==> src/rtl/regfile_pkg.sv <==
// regfile_pkg: shared widths, register-file geometry and requester IDs for the writeback arbiter.
package regfile_pkg;

    localparam int XLEN       = 64;
    localparam int REG_ADDR_W = 5;
    localparam int NUM_REGS   = 32;
    localparam int NUM_REQ    = 3;

    localparam int REQ_ALU    = 0;
    localparam int REQ_LSU    = 1;
    localparam int REQ_MULDIV = 2;

    function automatic logic [NUM_REGS-1:0] reg_mask(input logic [REG_ADDR_W-1:0] r);
        return NUM_REGS'(1) << r;
    endfunction

endpackage

==> src/rtl/rr_arbiter.sv <==
// rr_arbiter: round-robin one-hot grant over valid requests; pointer moves past the winner.
module rr_arbiter #(
    parameter int NUM_REQ = 3
) (
    input  logic               clk,
    input  logic               rst,
    input  logic [NUM_REQ-1:0] valid,
    output logic [NUM_REQ-1:0] grant
);

    localparam int PW = (NUM_REQ > 1) ? $clog2(NUM_REQ) : 1;

    logic [PW-1:0] ptr;
    logic [PW-1:0] nxt;
    logic [PW-1:0] idx;
    logic          found;

    // search starts at ptr and wraps; first valid requester wins
    always_comb begin
        grant = '0;
        nxt   = ptr;
        idx   = '0;
        found = 1'b0;
        for (int k = 0; k < NUM_REQ; k++) begin
            idx = PW'((int'(ptr) + k) % NUM_REQ);
            if (!found && valid[idx]) begin
                grant[idx] = 1'b1;
                nxt        = PW'((int'(idx) + 1) % NUM_REQ);
                found      = 1'b1;
            end
        end
        if (rst)
            grant = '0;
    end

    always_ff @(posedge clk or posedge rst) begin
        if (rst)
            ptr <= '0;
        else if (found)
            ptr <= nxt;
    end

endmodule

==> src/rtl/regfile_wb_arbiter.sv <==
// regfile_wb_arbiter: arbitrates writebacks into one register-file write port.
// Define REGFILE_SCOREBOARD_EN to add the per-register pending-write scoreboard.
module regfile_wb_arbiter #(
    parameter int XLEN    = regfile_pkg::XLEN,
    parameter int NUM_REQ = regfile_pkg::NUM_REQ
) (
    input  logic                                     clk,
    input  logic                                     rst,
    input  logic [NUM_REQ-1:0]                       req_valid,
    input  logic [NUM_REQ*regfile_pkg::REG_ADDR_W-1:0] req_rd,
    input  logic [NUM_REQ*XLEN-1:0]                  req_data,
    output logic [NUM_REQ-1:0]                       req_ready,
    output logic                                     RegWrite,
    output logic [regfile_pkg::REG_ADDR_W-1:0]       WriteReg,
    output logic [XLEN-1:0]                          WriteData,
    input  logic                                     alloc_valid,
    input  logic [regfile_pkg::REG_ADDR_W-1:0]       alloc_rd,
    input  logic [regfile_pkg::REG_ADDR_W-1:0]       ReadReg1,
    input  logic [regfile_pkg::REG_ADDR_W-1:0]       ReadReg2,
    output logic                                     rs1_busy,
    output logic                                     rs2_busy
);

    import regfile_pkg::*;

    logic [NUM_REQ-1:0]    grant;
    logic [REG_ADDR_W-1:0] sel_rd;
    logic [XLEN-1:0]       sel_data;
    logic                  xfer;

    rr_arbiter #(.NUM_REQ(NUM_REQ)) u_arb (
        .clk   (clk),
        .rst   (rst),
        .valid (req_valid),
        .grant (grant)
    );

    assign req_ready = grant;
    assign xfer      = |grant;

    always_comb begin
        sel_rd   = '0;
        sel_data = '0;
        for (int i = 0; i < NUM_REQ; i++) begin
            if (grant[i]) begin
                sel_rd   = req_rd[i*REG_ADDR_W +: REG_ADDR_W];
                sel_data = req_data[i*XLEN +: XLEN];
            end
        end
    end

    // x0 writes are accepted but never raise RegWrite
    always_ff @(posedge clk or posedge rst) begin
        if (rst) begin
            RegWrite  <= 1'b0;
            WriteReg  <= '0;
            WriteData <= '0;
        end else begin
            RegWrite <= xfer && (sel_rd != '0);
            if (xfer) begin
                WriteReg  <= sel_rd;
                WriteData <= sel_data;
            end
        end
    end

`ifdef REGFILE_SCOREBOARD_EN
    logic [NUM_REGS-1:0] busy;
    logic [NUM_REGS-1:0] set_mask;
    logic [NUM_REGS-1:0] clr_mask;

    assign set_mask = (alloc_valid && alloc_rd != '0) ? reg_mask(alloc_rd) : '0;
    assign clr_mask = RegWrite ? reg_mask(WriteReg) : '0;

    // set wins over clear so a re-issue on the clearing edge stays pending
    always_ff @(posedge clk or posedge rst) begin
        if (rst)
            busy <= '0;
        else
            busy <= ((busy & ~clr_mask) | set_mask) & ~NUM_REGS'(1);
    end

    assign rs1_busy = busy[ReadReg1];
    assign rs2_busy = busy[ReadReg2];
`else
    logic unused_alloc;

    assign unused_alloc = ^{alloc_valid, alloc_rd, ReadReg1, ReadReg2};
    assign rs1_busy     = 1'b0;
    assign rs2_busy     = 1'b0;
`endif

endmodule

==> config.mk <==
export PLATFORM = sky130hd
export DESIGN_NAME = regfile_wb_arbiter
export DESIGN_NICKNAME = d
export VERILOG_FILES = /design/src/rtl/regfile_pkg.sv /design/src/rtl/rr_arbiter.sv /design/src/rtl/regfile_wb_arbiter.sv
export SDC_FILE = /design/constraint.sdc
export NUM_CORES = 1
export LEC_CHECK = 0
export CORE_AREA = 2 2 118 120
export CTS_CLUSTER_SIZE = 25
export DETAILED_ROUTE_END_ITERATION = 8
export DIE_AREA = 0 0 120 122
export PLACE_DENSITY = 0.69
export SLEW_MARGIN = 10
export SYNTH_ARGS = -nofsm -noshare
export SYNTH_HDL_FRONTEND = slang
export SYNTH_HIERARCHICAL = 1
export SYNTH_SLANG_ARGS = --single-unit
==> constraint.sdc <==
create_clock -name clk -period 3.1 [get_ports clk]
set_input_delay 0.62 -clock clk [delete_from_list [all_inputs] [get_ports clk]]
set_output_delay 0.62 -clock clk [all_outputs]
set_load 0.005 [all_outputs]
# ---- Yosys cells after proc, flatten, opt, wreduce, memory -nomap -nowiden
# Index checks and enable logic that the tools add are counted.
dict set report classes {
  n_addsub 5
  div_mod_pow 6
  magnitude_cmp 6
  mux 28
  bitwise 2
  reduce_logical 12
}
# op count
set op_table {}
lappend op_table {{64-bit two-way mux} 3}
lappend op_table {{32-bit by 3-bit modulo with 32-bit output, second input constant} 5}
lappend op_table {{3-bit by 3-bit modulo with 32-bit output, second input constant} 1}
lappend op_table {{5-bit two-way mux} 3}
lappend op_table {{2-bit by 1-bit adder with 3-bit output, second input constant} 4}
lappend op_table {{3-bit two-way mux} 4}
lappend op_table {{2-bit by 3-bit less-than comparator with 1-bit output, second input constant} 3}
lappend op_table {{1-bit two-way mux} 9}
lappend op_table {{1-bit binary-select mux with 2-bit select} 3}
lappend op_table {{1-bit demux with 2-bit select} 3}
lappend op_table {{2-bit by 1-bit >= comparator with 1-bit output, second input constant} 3}
lappend op_table {{1-bit logical AND} 6}
lappend op_table {{2-bit two-way mux} 3}
lappend op_table {{3-bit bitwise OR} 2}
lappend op_table {{5-bit nonzero test} 1}
lappend op_table {{2-bit by 2-bit adder with 3-bit output, second input constant} 1}
lappend op_table {{3-bit nonzero test} 1}
lappend op_table {{3-bit OR reduction} 1}
lappend op_table {{1-bit zero test} 2}
lappend op_table {{2-bit AND reduction} 1}
dict set report word_totals {
  reg_bits 72
  input_bits 228
  out_inout_bits 75
  wordCells 63
}

# ---- Depth between registers and ports, before layout
# Gate-level depths: netlist of the first run.
dict set report depth {
  depth_word 16
  ltp_mapped 14
  depth_no_buf 10
}

# ---- By module
# Netlist of the first run, hierarchy kept.
# module instances cells_each area_per_inst_um2
set by_module_without_submodules {}
lappend by_module_without_submodules {regfile_wb_arbiter 1 332 3542.1}
lappend by_module_without_submodules {rr_arbiter 1 63 509.2}

# ---- Worst setup path after synthesis of the first run
# No wires, ideal clock.
dict set report synth_path {
  path_kind {flip-flop to flip-flop}
  start {register u_arb.ptr[0]}
  end {register WriteData[48]}
  setup_ns 0.137
  t_arrival_ns 2.430
  required_ns 2.963
  slack_ns 0.533
  stages_incl_launch_ff 14
  cell_sequence {dfrtp_1 -> inv_1 -> ha_1 -> buf_4 -> mux2i_1 -> a2111oi_4 -> o21ai_1 -> a31oi_1 -> buf_6 -> or3_1 -> buf_6 -> buf_6 -> o22ai_2 -> a21oi_1}
}
dict set report synth_via {
  elab_chain_cells 14
  word_cells_on_any_way 42
  cone_classes {2 x add/sub; 3 x div; 6 x order compare; 21 x mux; 2 x bitwise; 8 x reduce/logical}
}
# element line_no
set synth_rtl {}
lappend synth_rtl {{start: declaration} rr_arbiter.sv:13} ;# logic [PW-1:0] ptr;
lappend synth_rtl {{start signal: assignment} rr_arbiter.sv:40} ;# ptr <= nxt;
lappend synth_rtl {{2-bit by 1-bit adder with 3-bit output or 3-bit by 3-bit modulo with 32-bit output (tied branches)} rr_arbiter.sv:25} ;# idx = PW'((int'(ptr) + k) % NUM_REQ);
lappend synth_rtl {{32-bit by 3-bit modulo with 32-bit output, or another cell as far along} rr_arbiter.sv:25}
lappend synth_rtl {{2-bit by 3-bit less-than comparator with 1-bit output (implied by the code), or another cell as far along} rr_arbiter.sv:27} ;# grant[idx] = 1'b1;
lappend synth_rtl {{1-bit logical AND (implied by the code), or another cell as far along} rr_arbiter.sv:27}
lappend synth_rtl {{1-bit two-way mux (implied by the code), or another cell as far along} rr_arbiter.sv:27}
lappend synth_rtl {{1-bit demux with 2-bit select, or another cell as far along} -}
lappend synth_rtl {{3-bit bitwise OR (no source line) or 1-bit two-way mux (tied branches)} -}
lappend synth_rtl {{3-bit two-way mux or 1-bit zero test (tied branches)} rr_arbiter.sv:26} ;# if (!found && valid[idx]) begin
lappend synth_rtl {{3-bit bitwise OR (no source line) or 1-bit logical AND (tied branches)} -}
lappend synth_rtl {{3-bit two-way mux *} rr_arbiter.sv:26}
lappend synth_rtl {{3-bit two-way mux *} rr_arbiter.sv:32} ;# if (rst)
lappend synth_rtl {{net req_ready[0]} regfile_wb_arbiter.sv:12} ;# output logic [NUM_REQ-1:0] req_ready,
lappend synth_rtl {{64-bit two-way mux (3 in a row)} regfile_wb_arbiter.sv:45} ;# if (grant[i]) begin
lappend synth_rtl {{end signal: assignment} regfile_wb_arbiter.sv:62} ;# WriteData <= sel_data;
lappend synth_rtl {{end: declaration} regfile_wb_arbiter.sv:15} ;# output logic [XLEN-1:0] WriteData,
# The timed path passes the listed nets; every way through them passes the cells marked *. The select of a mux whose other input is x is not followed.
# A chain may end at the register's enable or synchronous reset.

# ---- Final worst setup path of the first run
dict set report layout_path {
  start {register u_arb.ptr[1]}
  end {register WriteData[13]}
}
dict set report layout_via {
  elab_chain_cells 14
  word_cells_on_any_way 42
  cone_classes {2 x add/sub; 3 x div; 6 x order compare; 21 x mux; 2 x bitwise; 8 x reduce/logical}
}
# element line_no
set layout_rtl {}
lappend layout_rtl {{2-bit by 1-bit adder with 3-bit output or 3-bit by 3-bit modulo with 32-bit output (tied branches)} rr_arbiter.sv:25}
lappend layout_rtl {{32-bit by 3-bit modulo with 32-bit output, or another cell as far along} rr_arbiter.sv:25}
lappend layout_rtl {{2-bit by 3-bit less-than comparator with 1-bit output (implied by the code), or another cell as far along} rr_arbiter.sv:27}
lappend layout_rtl {{1-bit logical AND (implied by the code), or another cell as far along} rr_arbiter.sv:27}
lappend layout_rtl {{1-bit two-way mux (implied by the code), or another cell as far along} rr_arbiter.sv:27}
lappend layout_rtl {{1-bit demux with 2-bit select, or another cell as far along} -}
lappend layout_rtl {{3-bit bitwise OR (no source line) or 1-bit two-way mux (tied branches)} -}
lappend layout_rtl {{3-bit two-way mux or 1-bit zero test (tied branches)} rr_arbiter.sv:26}
lappend layout_rtl {{3-bit bitwise OR (no source line) or 1-bit logical AND (tied branches)} -}
lappend layout_rtl {{3-bit two-way mux *} rr_arbiter.sv:26}
lappend layout_rtl {{3-bit two-way mux *} rr_arbiter.sv:32}
lappend layout_rtl {{64-bit two-way mux (3 in a row)} regfile_wb_arbiter.sv:45}
# Mark *: on every way between the ends. The rest lies on a longest branch, timed or not. The select of a mux whose other input is x is not followed.

==> impl_metrics.py, run 1 <==
metrics = {
    "route": {
        "via_count": 4488,
        "antenna_left": 0,
        "drcViolationCount": 0,
        "drt_iter0_drc": 181,
        "dr.pass1.iters": 4,
        "drt-total-wl_um": 15500,
        "via_per_inst": 5.22,
        "wl_per_cell_um": 18.0,
    },
    "pwr": {
        "swShare_pct": 37.0,
        "cellLeakagePower_nw": 2.87,
        "peakVddDrop_v": 0.000585,
        "p_sw_mw": 2.57,
        "p_comb_share_pct": 60.1,
        "p_clk_share_pct": 14.9,
        "power_frac_seq_pct": 25.0,
        "powerDensity_nw_per_um2": 927,
        "p_int_mw": 4.37,
    },
    "timing": {
        "slew_headroom_pct": 50.2,
        "worst-slew-pin-transition_ps": 746,
        "skew_ps": 6.83,
        "period_share_pct": 91.9,
        "setup_tns_ps": 0,
        "finalCriticalPeriod_ps": 2850,
        "holdWs_ps": 485,
        "drv_slew": 0,
        "fmax_mhz": 351,
        "finalHoldViolCount": 0,
        "setup_viol": 0,
        "rsz0062_at_grt": "no",
    },
    "clock_tree": {
        "clock-root-buffer": "clkbuf_16",
        "clk_pin_slew_ps": 50,
        "ctsHtreeMaxLevel": 3,
        "cts_buffer_depth": 2,
        "cts.sinks": 72,
        "clkLatencyLatePin_ps": 340,
        "cts_buffers": 9,
        "cts_tree": "yes",
        "ctsHoldBuffers": 0,
    },
    "grt": {
        "grt_max_degree": 78,
        "grt_first_pass_wirelength_um": 23000,
        "grt_usage_pct": 20.3,
        "grt.overflow.total": 0,
        "grt_pass1_vias": 4501,
        "antenna_found_initial": 0,
    },
    "synth": {
        "yosys_warnings": 6,
        "synth.avg_cell_area_um2": 10.3,
        "synth_edf_count": 0,
        "syn_inst": 395,
        "synth_seq_cells": 72,
        "synth-seq-area-share_pct": 44.5,
        "ys_types": 41,
        "yosys_most_used_dff": "dfrtp_1",
        "synth_area_um2": 4050,
        "synth-async-reset-ratio_pct": 100,
    },
    "setup_path": {
        "cpMostUsedCell": "buf_4",
        "worstReg2RegStart": "u_arb/ptr[1]",
        "cp.arrival_ps": 3040,
        "cp-end-kind": "register",
        "ff2ff_path_depth": 12,
        "r2r_end": "WriteData[13]",
        "critical-path-max-stage-delay_ps": 520,
        "crit_fanout": 24,
        "path_class": "reg2reg",
        "required_ps": 3290,
        "crit_chain": "inv_1, ha_4, buf_4, mux2i_1, o22ai_1, nand2_1, a31oi_1, buf_4, or3_2, buf_4, o22ai_1, a21oi_1",
        "reg2reg_slack_ps": 250,
        "cp_slowest_cell": "or3_2",
        "critPathLaunchType": "register",
    },
    "finish": {
        "fin_nets": 907,
        "finish.utilization_pct": 55.5,
        "fin_cells": 859,
        "drive_gt1_share_pct": 14.1,
        "fillers": 1177,
        "area_delta_synth_final_pct": 84.9,
        "diodes": 0,
    },
    "job": {
        "cap_violations": 0,
    },
    "floorplanning": {
        "die_area_um2": 14600,
        "core-area_um2": 13500,
        "rows": 43,
        "die_w_um": 120,
        "io_pins": 303,
        "start_util_pct": 30.0,
        "chipHeight_um": 122,
    },
    "worst_hold_path": {
        "hold_path.class": "reg2reg",
        "worstHoldStart": "WriteReg[2]",
        "hold_depth": 1,
        "min_to": "WriteReg[2]",
    },
    "placement": {
        "dp_hpwl_um": 11500,
        "gp_congestion": 0.845,
        "placedCellCount": 839,
        "portBuffers": 284,
    },
    "outcome": {
        "status": "completed",
    },
}
metrics by stage:
stage	cell area, µm²	setup WS (ps)	total power [mW]
3_5_place_dp	7130	-152	5.85
6_report	7490	251	6.94
5_1_grt	7490	74.8	7.43
4_1_cts	7460	37.6	6.98
3_3_place_gp	7130	-142	5.72
2_1_floorplan	4060	533	4.08
worst max-delay path by stage:
stage	from	endpoint	slack, ps	cells after the start
final	u_arb/ptr[1]	WriteData[13]	250	12
after global routing	u_arb/ptr[1]	WriteData[13]	70	12
after detailed placement	req_valid[1]	req_ready[0]	-150	6
after floorplan	u_arb/ptr[0]	WriteData[48]	530	13
after global placement	req_valid[1]	req_ready[0]	-140	6
after CTS	u_arb/ptr[1]	req_ready[1]	40	6
cell families after synthesis:
kind of cell,synth area share [%]
compound gates,40.1
flops,44.5
buf+inv,7.60
simple gates,4.94
fa+ha+maj,1.79
mux,1.05
other cells,0.0926
power by group through the flow:
stage	combinational [mW]	sequential (mW)	clock, mW
after global routing	4.52	1.80	1.10
after floorplan	2.32	1.76	0
after global placement	3.99	1.73	0
after CTS	4.17	1.74	1.07
after detailed placement	4.11	1.75	0
final	4.17	1.74	1.03
registers in the layout (all words and copies together), names as in the netlist:
signal,count
RegWrite,1
u_arb/ptr,2
WriteData,64
WriteReg,5
cell usage after synthesis (all sizes together), types with 5 or more instances:
cell	count	area share, %
nand3b	5	0.93
buf	33	5.8
o21ai	9	1.1
o22ai	130	26
ha	5	1.5
a21oi	71	8.8
dfrtp	72	44
nand2	9	0.83
clkbuf	12	1.1
inv	7	0.65
area by class of cell:
class / instances / area [µm²] / area share, %
clock buffer: 11 / 243 / 3.24
tap: 180 / 225 / 3.01
inverter: 7 / 28.8 / 0.384
sequential: 72 / 1800 / 24.0
timing repair buffer: 312 / 3150 / 42.1
clock inverter: 5 / 56.3 / 0.752
multi-input combinational: 272 / 1980 / 26.5
timing repair:
item,4_1_cts,5_1_grt
setup buffers,1,3
pin swaps,4,2
gates resized for setup,9,4
endpoints found under the setup margin,3,2
layout by cell type (no fill, tap or decap), types with 4 or more instances in the layout:
cell type          n
dlygate4sd2_1      4
o22ai_2           40
buf_12             8
o21ai_1            6
clkbuf_16          9
nand3b_1           5
nor2b_1            4
buf_4             20
a21o_1             4
dfrtp_1           72
clkdlybuf4s50_1  278
nand2_1            8
o22ai_1           90
a2bb2oi_1          4
a21oi_1           70
critical path: cells and delay by family (launching register included):
family / cells / cell delay, ps
buffers and inverters: 4 / 750
adders and majority gates: 1 / 220
AOI/OAI and AO/OA: 4 / 450
and+or+nand+nor: 2 / 600
DFF: 1 / 460
muxes: 1 / 190
per-layer routing:
| layer | share of wire, % | GRT usage (%) | wire length (µm) |
|---|---|---|---|
| met4 | 2.1 | 7.50 | 321 |
| met2 | 51 | 36.8 | 7960 |
| met5 | 0 | 0 | 0 |
| met3 | 8.5 | 6.51 | 1310 |
| met1 | 38 | 22.0 | 5910 |
Note: power is estimated with default switching activity, not from simulation.
==> run 2, diff against run 1 <==
TNS_END_PERCENT = 10   (was not set)
==> impl_metrics.py, run 2 (synthesis gave the netlist of run 1 again) <==
metrics = {
    "finish": {
        "finish.utilization_pct": 55.4,
        "layout_commonest_cell": "clkdlybuf4s50_1",
        "regMostFlops": "WriteData",
        "layout_common_cells": "clkdlybuf4s50_1, o22ai_1, dfrtp_1, a21oi_1, o22ai_2",
        "diodes": 0,
        "fin_nets": 905,
        "area_delta_synth_final_pct": 84.6,
        "top_regs": "WriteData: 64 flops, WriteReg: 5 flops, u_arb/ptr: 2 flops",
        "drive_gt1_share_pct": 13.7,
        "stdcell_area_um2": 7480,
        "largest_reg_flops": 64,
    },
    "clock_tree": {
        "clk_pin_slew_ps": 60,
        "clock-root-buffer": "clkbuf_16",
        "cts.sinks": 72,
        "ctsHtreeMaxLevel": 3,
        "cts_tree": "yes",
        "cts_buffers": 9,
        "cts_buffer_depth": 2,
        "clkLatencyLatePin_ps": 340,
    },
    "worst_hold_path": {
        "min_to": "WriteReg[2]",
        "hold_depth": 1,
        "hold_path.class": "reg2reg",
        "worstHoldStart": "WriteReg[2]",
    },
    "route": {
        "via_per_inst": 5.22,
        "antenna_left": 0,
        "drcViolationCount": 0,
        "drt_iter0_drc": 187,
        "dr.pass1.iters": 4,
        "via_count": 4474,
        "wl_per_cell_um": 18.0,
        "drt-total-wl_um": 15400,
    },
    "setup_path": {
        "crit_start": "u_arb/ptr[0]",
        "cp-end-kind": "output port",
        "cp.arrival_ps": 2410,
        "path_class": "reg2out",
        "worstReg2RegStart": "u_arb/ptr[0]",
        "ff2ff_path_depth": 11,
        "crit_fanout": 8,
        "r2r_end": "WriteData[13]",
        "critPathLaunchType": "register",
        "reg2reg_slack_ps": 300,
        "required_ps": 2480,
    },
    "timing": {
        "setup_viol": 0,
        "fin_ws_ps": 67.1,
        "slew_headroom_pct": 50.0,
        "holdWs_ps": 485,
        "drv_slew": 0,
        "fmax_mhz": 330,
        "skew_ps": 5.38,
        "period_share_pct": 97.8,
        "rsz0062_at_grt": "yes",
        "finalCriticalPeriod_ps": 3030,
        "worst-slew-pin-transition_ps": 749,
        "finalHoldViolCount": 0,
    },
    "placement": {
        "placed_area_um2": 7130,
        "dp_slack_ps": -152,
        "gp_congestion": 0.845,
        "dp_hpwl_um": 11500,
        "portBuffers": 284,
    },
    "floorplanning": {
        "core-area_um2": 13500,
        "rows": 43,
        "io_pins": 303,
        "die_area_um2": 14600,
        "die_w_um": 120,
        "chipHeight_um": 122,
        "start_util_pct": 30.0,
    },
    "grt": {
        "grt_first_pass_wirelength_um": 22900,
        "grt_pass1_vias": 4499,
        "grt_usage_pct": 20.2,
        "antenna_found_initial": 0,
        "grt.overflow.total": 0,
        "grt_max_degree": 78,
    },
    "job": {
        "cap_violations": 0,
    },
    "pwr": {
        "powerDensity_nw_per_um2": 924,
        "cellLeakagePower_nw": 2.86,
        "peakVddDrop_v": 0.000585,
    },
    "outcome": {
        "status": "completed",
    },
}
-- run 2: cell count changes in the layout (fill, tap and decap cells not counted) --
cell | before | now
dlygate4sd2_1 | 4 | 2
clkdlybuf4s50_1 | 278 | 279
a21oi_1 | 70 | 71
buf_4 | 20 | 18
inv_1 | 3 | 4
a21oi_2 | 1 | 0
dfrtp_2 | 0 | 1
dlymetal6s2s_1 | 2 | 3
inv_2 | 3 | 2
dfrtp_1 | 72 | 71
-- run 2: area by class of cell --
class,instances,area [µm²]
Clock buffer,11,243
Clock inverter,5,56.3
Fill cell,1175,6020
Inverter,7,28.8
Multi-Input combinational cell,272,1980
Sequential cell,72,1800
Tap cell,180,225
Timing Repair Buffer,310,3140
-- run 2: what timing repair did --
action / in CTS / in global routing
hold buffers: 0 / 0
gates resized for setup: 4 / 7
setup endpoints to repair: 3 / 3
pin swaps: 3 / 3
hold endpoints to repair: 0 / 0
buffers inserted: 0 / 2
-- run 2: per-stage QoR --
stage | total power, mW | instances | setup TNS [ps]
floorplan | 4.08 | 396 | 0
global placement | 5.72 | 839 | -4240
CTS | 6.93 | 855 | -160
detailed placement | 5.85 | 839 | -4400
global route | 7.39 | 857 | -73.5
finish | 6.91 | 857 | 0
-- run 2: power breakdown --
| group | leakage, nW | switching, mW | total (mW) | internal, mW |
|---|---|---|---|---|
| registers | 0.794 | 0.297 | 1.74 | 1.44 |
| logic | 1.92 | 1.87 | 4.14 | 2.27 |
| clock network | 0.145 | 0.391 | 1.03 | 0.643 |
-- run 2: how the worst max path moves through the flow --
stage / end / slack, ps / cells past startpoint
final: req_ready[2] / 70 / 7
after global routing: req_ready[2] / -70 / 7
after CTS: req_ready[1] / -80 / 7
after detailed placement: req_ready[0] / -150 / 6
after global placement: req_ready[0] / -140 / 6
after floorplan: WriteData[48] / 530 / 13
-- run 2: layer usage --
metal / part of all wire (%) / vias up / GRT usage, %
met5: 0 / - / 0
met2: 51 / 196 / 36.5
met1: 38 / 2137 / 22.0
li1: - / 2109 / -
met4: 2.3 / 0 / 7.50
met3: 8.4 / 32 / 6.46
-- run 2: critical path, cell delays in order, from the launching register on --
cell,delay [ps]
dfrtp_2,390
inv_1,100
ha_4,310
mux2i_1,110
a2111oi_4,350
o21ai_1,100
a21oi_1,180
clkdlybuf4s50_1,530
